===== src/rtl/ex_store_buffer_if.sv =====
// Drain-side bus of the store buffer: request/accept/complete handshake.
// master = store buffer, slave = data SRAM port.
interface ex_store_buffer_if #(
    parameter int DATA_W = 32,
    parameter int ADDR_W = 32
);
    localparam int BE_W = DATA_W / 8;

    logic              mem_req_o;
    logic [ADDR_W-1:0] mem_addr_o;
    logic [BE_W-1:0]   mem_wen_o;
    logic [DATA_W-1:0] mem_wdata_o;
    logic              mem_addr_ok_i;
    logic              mem_data_ok_i;

    modport master (
        output mem_req_o, mem_addr_o, mem_wen_o, mem_wdata_o,
        input  mem_addr_ok_i, mem_data_ok_i
    );

    modport slave (
        input  mem_req_o, mem_addr_o, mem_wen_o, mem_wdata_o,
        output mem_addr_ok_i, mem_data_ok_i
    );
endinterface


===== src/rtl/ex_store_buffer.sv =====
// ex_store_buffer: committed-store FIFO with merge, draining to the data SRAM.
// Define STB_LOAD_FWD_EN to forward fully-covered loads from the buffer.
module ex_store_buffer #(
    parameter int DATA_W = 32,
    parameter int ADDR_W = 32,
    parameter int DEPTH  = 4,
    localparam int BE_W  = DATA_W / 8,
    localparam int CW    = $clog2(DEPTH + 1)
) (
    input  logic              clk,
    input  logic              rst,
    input  logic              stb_push_i,
    input  logic [ADDR_W-1:0] stb_addr_i,
    input  logic [BE_W-1:0]   stb_wen_i,
    input  logic [DATA_W-1:0] stb_wdata_i,
    input  logic              ld_req_i,
    input  logic [ADDR_W-1:0] ld_addr_i,
    output logic              stb_stallreq_o,
    output logic              stb_full_o,
    output logic              stb_empty_o,
    output logic [CW-1:0]     stb_count_o,
    output logic              ld_hit_o,
    output logic [DATA_W-1:0] ld_fwd_data_o,
    ex_store_buffer_if.master mem
);
    localparam int PW = $clog2(DEPTH);
    localparam int OW = $clog2(BE_W);
    localparam int WW = ADDR_W - OW;

    typedef enum logic [1:0] {IDLE, REQ, WAIT} state_t;

    state_t            state, state_n;
    logic [WW-1:0]     e_word [DEPTH];
    logic [BE_W-1:0]   e_wen  [DEPTH];
    logic [DATA_W-1:0] e_data [DEPTH];
    logic [PW-1:0]     head, tail, youngest, idx;
    logic [CW-1:0]     count;
    logic [WW-1:0]     st_word, ld_word;
    logic              full, busy, pop, merge, alloc, reject, conflict;
    logic              unused_low;

    assign st_word    = stb_addr_i[ADDR_W-1:OW];
    assign ld_word    = ld_addr_i[ADDR_W-1:OW];
    assign unused_low = ^{stb_addr_i[OW-1:0], ld_addr_i[OW-1:0]};

    assign youngest = tail - 1'b1;
    assign full     = (count == CW'(DEPTH));
    assign busy     = (state != IDLE);
    // The in-flight head is frozen; a push to its word allocates a new entry.
    assign merge  = stb_push_i & ~full & (count != '0)
                  & (e_word[youngest] == st_word)
                  & ~(busy & (youngest == head));
    assign alloc  = stb_push_i & ~full & ~merge;
    assign reject = stb_push_i & full;
    assign pop    = ((state == REQ) & mem.mem_addr_ok_i & mem.mem_data_ok_i)
                  | ((state == WAIT) & mem.mem_data_ok_i);

    always_ff @(posedge clk or posedge rst) begin
        if (rst) begin
            for (int i = 0; i < DEPTH; i++) begin
                e_word[i] <= '0;
                e_wen[i]  <= '0;
                e_data[i] <= '0;
            end
            head  <= '0;
            tail  <= '0;
            count <= '0;
        end else begin
            if (alloc) begin
                e_word[tail] <= st_word;
                e_wen[tail]  <= stb_wen_i;
                e_data[tail] <= stb_wdata_i;
                tail         <= tail + 1'b1;
            end
            if (merge) begin
                e_wen[youngest] <= e_wen[youngest] | stb_wen_i;
                for (int b = 0; b < BE_W; b++)
                    if (stb_wen_i[b])
                        e_data[youngest][8*b +: 8] <= stb_wdata_i[8*b +: 8];
            end
            if (pop)
                head <= head + 1'b1;
            count <= count + CW'(alloc) - CW'(pop);
        end
    end

    always_ff @(posedge clk or posedge rst) begin
        if (rst) state <= IDLE;
        else     state <= state_n;
    end

    // A store arriving into an empty buffer is requested on the next cycle.
    always_comb begin
        state_n = state;
        unique case (state)
            IDLE:    if ((count != '0) || alloc) state_n = REQ;
            REQ:     if (mem.mem_addr_ok_i)
                         state_n = mem.mem_data_ok_i ? IDLE : WAIT;
            WAIT:    if (mem.mem_data_ok_i) state_n = IDLE;
            default: state_n = IDLE;
        endcase
    end

    always_comb begin
        mem.mem_req_o   = (state == REQ);
        mem.mem_addr_o  = ADDR_W'(e_word[head]) << OW;
        mem.mem_wen_o   = e_wen[head];
        mem.mem_wdata_o = e_data[head];
    end

`ifdef STB_LOAD_FWD_EN
    logic [PW-1:0] hit_idx;
`endif

    // Walk oldest to youngest so the last match is the youngest one.
    always_comb begin
        conflict = 1'b0;
        idx      = '0;
`ifdef STB_LOAD_FWD_EN
        hit_idx  = '0;
`endif
        for (int i = 0; i < DEPTH; i++) begin
            idx = head + PW'(i);
            if ((CW'(i) < count) && (e_word[idx] == ld_word)) begin
                conflict = 1'b1;
`ifdef STB_LOAD_FWD_EN
                hit_idx  = idx;
`endif
            end
        end
    end

`ifdef STB_LOAD_FWD_EN
    assign ld_hit_o      = ld_req_i & conflict & (&e_wen[hit_idx]);
    assign ld_fwd_data_o = ld_hit_o ? e_data[hit_idx] : '0;
`else
    assign ld_hit_o      = 1'b0;
    assign ld_fwd_data_o = '0;
`endif

    assign stb_stallreq_o = reject | (ld_req_i & conflict & ~ld_hit_o);
    assign stb_full_o     = full;
    assign stb_empty_o    = (count == '0) && (state == IDLE);
    assign stb_count_o    = count;
endmodule

===== src/flat_wrapper.sv =====
// flat-port wrapper written by rule: the top's interface ports become plain ports
module ex_store_buffer_flat 
#(
    parameter int DATA_W = 32,
    parameter int ADDR_W = 32,
    parameter int DEPTH  = 4,
    localparam int BE_W  = DATA_W / 8,
    localparam int CW    = $clog2(DEPTH + 1)
)
  (clk, rst, stb_push_i, stb_addr_i, stb_wen_i, stb_wdata_i, ld_req_i, ld_addr_i, stb_stallreq_o, stb_full_o, stb_empty_o, stb_count_o, ld_hit_o, ld_fwd_data_o, mem_mem_req_o, mem_mem_addr_o, mem_mem_wen_o, mem_mem_wdata_o, mem_mem_addr_ok_i, mem_mem_data_ok_i);
  ex_store_buffer_if #(.DATA_W(DATA_W), .ADDR_W(ADDR_W)) mem_i ();
  input  logic clk;
  input  logic rst;
  input  logic stb_push_i;
  input  logic [ADDR_W-1:0] stb_addr_i;
  input  logic [BE_W-1:0] stb_wen_i;
  input  logic [DATA_W-1:0] stb_wdata_i;
  input  logic ld_req_i;
  input  logic [ADDR_W-1:0] ld_addr_i;
  output logic stb_stallreq_o;
  output logic stb_full_o;
  output logic stb_empty_o;
  output logic [CW-1:0] stb_count_o;
  output logic ld_hit_o;
  output logic [DATA_W-1:0] ld_fwd_data_o;
  output wire logic [$bits(mem_i.mem_req_o)-1:0] mem_mem_req_o;
  output wire logic [$bits(mem_i.mem_addr_o)-1:0] mem_mem_addr_o;
  output wire logic [$bits(mem_i.mem_wen_o)-1:0] mem_mem_wen_o;
  output wire logic [$bits(mem_i.mem_wdata_o)-1:0] mem_mem_wdata_o;
  input wire logic [$bits(mem_i.mem_addr_ok_i)-1:0] mem_mem_addr_ok_i;
  input wire logic [$bits(mem_i.mem_data_ok_i)-1:0] mem_mem_data_ok_i;
  assign mem_mem_req_o = mem_i.mem_req_o;
  assign mem_mem_addr_o = mem_i.mem_addr_o;
  assign mem_mem_wen_o = mem_i.mem_wen_o;
  assign mem_mem_wdata_o = mem_i.mem_wdata_o;
  assign mem_i.mem_addr_ok_i = mem_mem_addr_ok_i;
  assign mem_i.mem_data_ok_i = mem_mem_data_ok_i;
  ex_store_buffer #(.DATA_W(DATA_W), .ADDR_W(ADDR_W), .DEPTH(DEPTH)) u_core (.clk(clk), .rst(rst), .stb_push_i(stb_push_i), .stb_addr_i(stb_addr_i), .stb_wen_i(stb_wen_i), .stb_wdata_i(stb_wdata_i), .ld_req_i(ld_req_i), .ld_addr_i(ld_addr_i), .stb_stallreq_o(stb_stallreq_o), .stb_full_o(stb_full_o), .stb_empty_o(stb_empty_o), .stb_count_o(stb_count_o), .ld_hit_o(ld_hit_o), .ld_fwd_data_o(ld_fwd_data_o), .mem(mem_i));
endmodule

===== config.mk =====
export PLATFORM = sky130hd
export DESIGN_NAME = ex_store_buffer_flat
export DESIGN_NICKNAME = d
export VERILOG_FILES = /design/src/rtl/ex_store_buffer_if.sv /design/src/rtl/ex_store_buffer.sv /design/src/flat_wrapper.sv
export SDC_FILE = /design/constraint.sdc
export NUM_CORES = 1
export LEC_CHECK = 0
export ABC_AREA = 0
export BUFFER_PORTS_ARGS = -buffer_cell sky130_fd_sc_hd__buf_2
export CAP_MARGIN = 30
export CORE_MARGIN = 2
export CORE_UTILIZATION = 40
export DETAILED_ROUTE_END_ITERATION = 10
export PLACE_DENSITY = 0.64
export SETUP_SLACK_MARGIN = 0.02
export SYNTH_ARGS = -nofsm -noshare
export SYNTH_HDL_FRONTEND = slang
export SYNTH_SLANG_ARGS = --single-unit
export TNS_END_PERCENT = 10

===== constraint.sdc =====
create_clock -name clk -period 19.35 [get_ports clk]
set_input_delay 1.935 -clock clk [delete_from_list [all_inputs] [get_ports clk]]
set_output_delay 1.935 -clock clk [all_outputs]
set_load 0.005 [all_outputs]

Yosys cells after proc, flatten, opt, wreduce, memory -nomap -nowiden
Index checks and enable logic that the tools add are counted.
- order comparisons: 12
- add/subtract/negate cells: 7
- reduce and logical (&&, ||, !) cells: 13
- multiplexer cells: 68
- bitwise operators: 23
- eq/ne operators: 12
- operators with widths (operator ; count):
    128-bit 2-to-1 mux ; 9
    128-bit bitwise mux ; 5
    30-bit 2-to-1 mux ; 11
    32-bit demux with 2-bit select ; 5
    30-bit binary-select mux with 2-bit select ; 5
    30-bit equality test ; 5
    32-bit 2-to-1 mux ; 4
    120-bit bitwise mux ; 1
    32-bit binary-select mux with 2-bit select ; 1
    30-bit demux with 2-bit select ; 1
    16-bit 2-to-1 mux ; 3
    16-bit bitwise mux ; 2
    24-bit 2-to-1 mux ; 1
    4-bit 2-to-1 mux ; 6
    3-bit >= comparator (second input constant) ; 6
    2-bit inverter with 3-bit output ; 6
    4-bit binary-select mux with 2-bit select ; 2
    4-bit demux with 2-bit select ; 2
    1-bit AND ; 11
    2-bit 2-to-1 mux ; 4
    8-bit 2-to-1 mux ; 1
    1-bit logical AND ; 7
    1-bit by 3-bit < comparator with 1-bit output (first input constant) ; 2
    2-bit by 3-bit < comparator with 1-bit output (first input constant) ; 2
    other kinds (23) ; 33
- input port bits: 106
- logic and storage cells: 151
- flip-flop bits (word level): 273

Longest topological paths before layout
- depth after elaboration: 23
- mapped depth: 21
- depth with buffers taken out: 11

Worst setup path after synthesis
Ideal clock, no wire load.
- path type: input -> output
- start point: input ld_addr_i[23]
- end point: output stb_stallreq_o
- setup slack: 14.130 ns
- arrival time: 3.285 ns
- buffers on the path: 1
- cell stages on the path: 7
- cell sequence: clkbuf_1 xor2_1 nor4_1 nand4_1 nor4_1 a211oi_1 o31ai_1
- word-level cells in the longest chain between the ends: 8
- RTL lines (element ; line ; text):
    from (decl) ; flat_wrapper.sv:19 ; input logic [ADDR_W-1:0] ld_addr_i;
    30-bit equality test ; ex_store_buffer.sv:124 ; if ((CW'(i) < count) && (e_word[idx] == ld_word)) begin
    1-bit logical AND ; ex_store_buffer.sv:124 ;
    1-bit 2-to-1 mux (3 in a row) ; ex_store_buffer.sv:124 ;
    1-bit 2-to-1 mux * ; ex_store_buffer.sv:124 ;
    1-bit AND * ; ex_store_buffer.sv:141 ; assign stb_stallreq_o = reject | (ld_req_i & conflict & ~ld_hit_o);
    1-bit bitwise OR * ; ex_store_buffer.sv:141 ;
    to (decl) ; flat_wrapper.sv:20 ; output logic stb_stallreq_o;
Every way passes the cells marked *; elsewhere a longest branch is shown, timed or not.

Worst setup path after layout
- start point: register u_core.head[1]
- end point: output stb_stallreq_o
- word-level cells in the longest chain between the ends: 12
- RTL lines (element ; line ; text):
    from (decl) ; ex_store_buffer.sv:36 ; logic [PW-1:0] head, tail, youngest, idx;
    from (signal assigned) ; ex_store_buffer.sv:82 ; head <= head + 1'b1;
    2-bit by 1-bit adder with 2-bit output or 2-bit inverter with 3-bit output (tied branches) ; ex_store_buffer.sv:123, ex_store_buffer.sv:124 ;
    2-bit inverter with 3-bit output (implied by the code) or 30-bit binary-select mux with 2-bit select (tied branches) ; ex_store_buffer.sv:124 ;
    30-bit binary-select mux with 2-bit select or 30-bit 2-to-1 mux (tied branches) ; ex_store_buffer.sv:124 ;
    30-bit 2-to-1 mux (implied by the code) ; ex_store_buffer.sv:124 ;
    30-bit 2-to-1 mux (implied by the code) or 30-bit equality test (tied branches) ; ex_store_buffer.sv:124 ;
    30-bit equality test or 1-bit logical AND (tied branches) ; ex_store_buffer.sv:124 ;
    1-bit logical AND or 1-bit 2-to-1 mux (tied branches) ; ex_store_buffer.sv:124 ;
    1-bit 2-to-1 mux (2 in a row) ; ex_store_buffer.sv:124 ;
    1-bit 2-to-1 mux * ; ex_store_buffer.sv:124 ;
    1-bit AND * ; ex_store_buffer.sv:141 ;
    1-bit bitwise OR * ; ex_store_buffer.sv:141 ;
Every way passes the cells marked *; elsewhere a longest branch is shown, timed or not. The select of a mux whose other input is x is not followed.

==> run metrics <==
CP max FO=50; I/O Buffers=174; post_cts resized=0; DP Worst Slack=12120 ps; core area=45280 sq um; pin count of the biggest net entering global routing=138; final hold violations=0; placed wire-length estimate=36130 microns; register bit count reported by yosys=273; LEAKAGE=8.663 nW; CP arrival=6070 ps; Initial Util=40.41%; Sw Pwr=1.761 mW; drt pass-1 iters=5; CTS H-tree lvls=2; later-pin clock latency in the skew report=550 ps; I/O pin count=214; Final Net Count=1515; Yosys top cell by area=dfrtp_1; CTS tree=done; Unique masters post-synth=65; Synth Instances=1252; CP startpoint kind=flop; vias in the first global route=12.04k; Peak VDD IR=0.09733 mV; hold_buf cts=0; WL/cell=25.20 microns; final hold slack=502.5 ps; RSZ-0062 raised after global routing=false; deepest clock path buffer count=3; clock network power share=14.6%; final antenna-violating net count=0; Hold Path Class=reg -> reg; PD cells=211.8 nW/um^2; Setup WS post-layout=11340 ps; Die H=217.9 microns; minimum clock period=8006 ps; Synth area leaders=dfrtp_1 37%, mux4_2 19%, mux2_2 9.5%, mux2_4 8.0%, mux2i_1 3.6%; number of enable flip-flop cells after synthesis=0; fmax=124.9 MHz; DRC violations left=0; CTS clk-pin slew, worst paths=60 ps; Internal Power=2.616 mW; full die area=47470 sq um; Sinks on Clock Net=273; Starting DRT DRC Count=829; global-route wire length before repair=77360 microns; DR vias=11.95k; sequential share of power=27.2%; max-slew violations=0; share of layout cells above drive strength 1=49.19%; final RePlAce weighted congestion=1.011; post-synth top area share=37.34%; cts bufs inserted=34; Overflow after GRT=0; Switching Fraction=40.22%; Top FF cell, synth=dfrtp_1; drt total wl=50940 microns; via density per instance=5.915; max-cap violations=0; Rel. slew slack=30.04%; status=finished, final reports clean; setup TNS=0 ps; Syn. warnings=0; initial antenna violation count=8; skew final=19.16 ps; Final period util=41.37%; most common cell in the netlist=dfrtp_1; Final Power=4.377 mW; asr flop ratio synth=100.0%; Filler Cells Inserted=4034; part of the power in combinational logic=58.2%; FP Rows=78; critical path type=reg -> out; Root Driver=clkbuf_16; Mapped Area=18300 sq um; Worst EP required=17410 ps; sequential element share of the synthesized area=37.34%; CP Capture Type=output pin; top cells by count, synth=273 x dfrtp_1, 156 x mux4_2, 155 x mux2_2, 98 x mux2_4, 74 x xor2_1; Mean Syn Cell Area=14.61 sq um; gr usage total=21.54%; worst-margin pin slew=1040 ps; final setup vio count=0; area grow syn2layout=12.94%; Die W=217.9 microns; setup repair bufs after CTS=0
-- power groups by stage --
stage               registers [mW]  clock network (mW)  logic, mW
floorplan                     1.05                   0       1.98
global placement              1.16                   0       2.52
detailed placement            1.18                   0       2.55
CTS                           1.18               0.653       2.56
global route                  1.23               0.679       2.72
finish                        1.19               0.637       2.55
-- cell type report --
type / instances / area, sq um / share of cell area [%]
sequential: 273 / 6840 / 33.10
multi-input combinational: 879 / 10800 / 52.27
clock inverter: 10 / 132.6 / 0.6418
timing repair buffer: 193 / 1094 / 5.292
clock buffer: 46 / 965.9 / 4.674
inverter: 18 / 75.07 / 0.3633
antenna: 2 / 5.005 / 0.02422
tap: 600 / 750.7 / 3.633
-- per-stage QoR --
stage	std cells	util, %	area, sq um
floorplan	1286	-	18430
CTS	2018	45.56	20630
detailed placement	1962	43.14	19530
finish	2021	45.63	20660
global route	2020	45.63	20660
global placement	1959	42.95	19450
-- sequential cells by signal, indices dropped and copies added, names as in the netlist --
name                cells
u_core.head             2
u_core.e_word         120
u_core.e_wen           16
u_core.e_data         128
u_core.stb_count_o      3
u_core.tail             2
u_core.state            2
-- critical path, cell delays in order (launching register included) --
cell and delay (ps):
dfrtp_4 870, buf_4 710, buf_4 650, mux4_2 420
xor2_1 220, nor4_1 530, nand4_1 220, nor4_1 930
a211oi_1 280, o31ai_1 380, buf_2 180
-- layout by cell type (no fill, tap or decap), types with 6 or more instances in the layout --
master     count
nand2_1       17
buf_2        174
nor4_1        22
a31oi_1       16
dfrtp_1      270
xor2_1        74
a31oi_4       20
mux2_4        98
o32a_1        16
clkbuf_16     34
mux2_2       155
xnor2_1       60
conb_1        35
mux2i_1       65
nor2_1         7
a21oi_1        7
inv_1         15
nand4_1       20
nand3_1        6
buf_4         15
mux2_1        10
clkbuf_8       7
ha_1           8
mux4_2       156
o21ai_0        7
xnor2_2        9
-- worst paths after layout --
kind | startpoint | endpoint | slack (ps) | depth (start not counted)
setup / recovery | u_core.head[1]$_DFFE_PP0N_ | stb_stallreq_o | 11340 | 10
hold / removal | u_core.e_data[24]$_DFF_PP0_ | u_core.e_data[24]$_DFF_PP0_ | 500 | 1
setup reg to reg | u_core.tail[0]$_DFFE_PP0P_ | u_core.e_data[75]$_DFF_PP0_ | 13220 | 12
hold reg to reg | u_core.e_data[24]$_DFF_PP0_ | u_core.e_data[24]$_DFF_PP0_ | 500 | 1
max in group asynchronous | rst | u_core.head[1]$_DFFE_PP0N_ | 15950 | 5
min in group asynchronous | rst | u_core.e_data[0]$_DFF_PP0_ | 1290 | 2
-- cells by family after synthesis --
| group | share of synthesized area, % |
|---|---|
| other | 0.02049 |
| flip-flops | 37.34 |
| XOR/XNOR | 7.214 |
| adder cells (fa/ha/maj) | 0.7249 |
| multiplexers | 40.95 |
| buffers and inverters | 4.342 |
| AND/OR/NAND/NOR | 3.282 |
| AO/OA/AOI/OAI | 6.127 |
-- routing by layer --
| metal | track usage [%] | up-vias | wire (microns) |
|---|---|---|---|
| met5 | 0 | - | 45 |
| met4 | 6.349 | 10 | 1418 |
| met3 | 5.356 | 94 | 3694 |
| met2 | 33.07 | 460 | 23490 |
| met1 | 30.16 | 6281 | 22290 |
| li1 | - | 5109 | - |
Power figures use the tool's default switching activity.
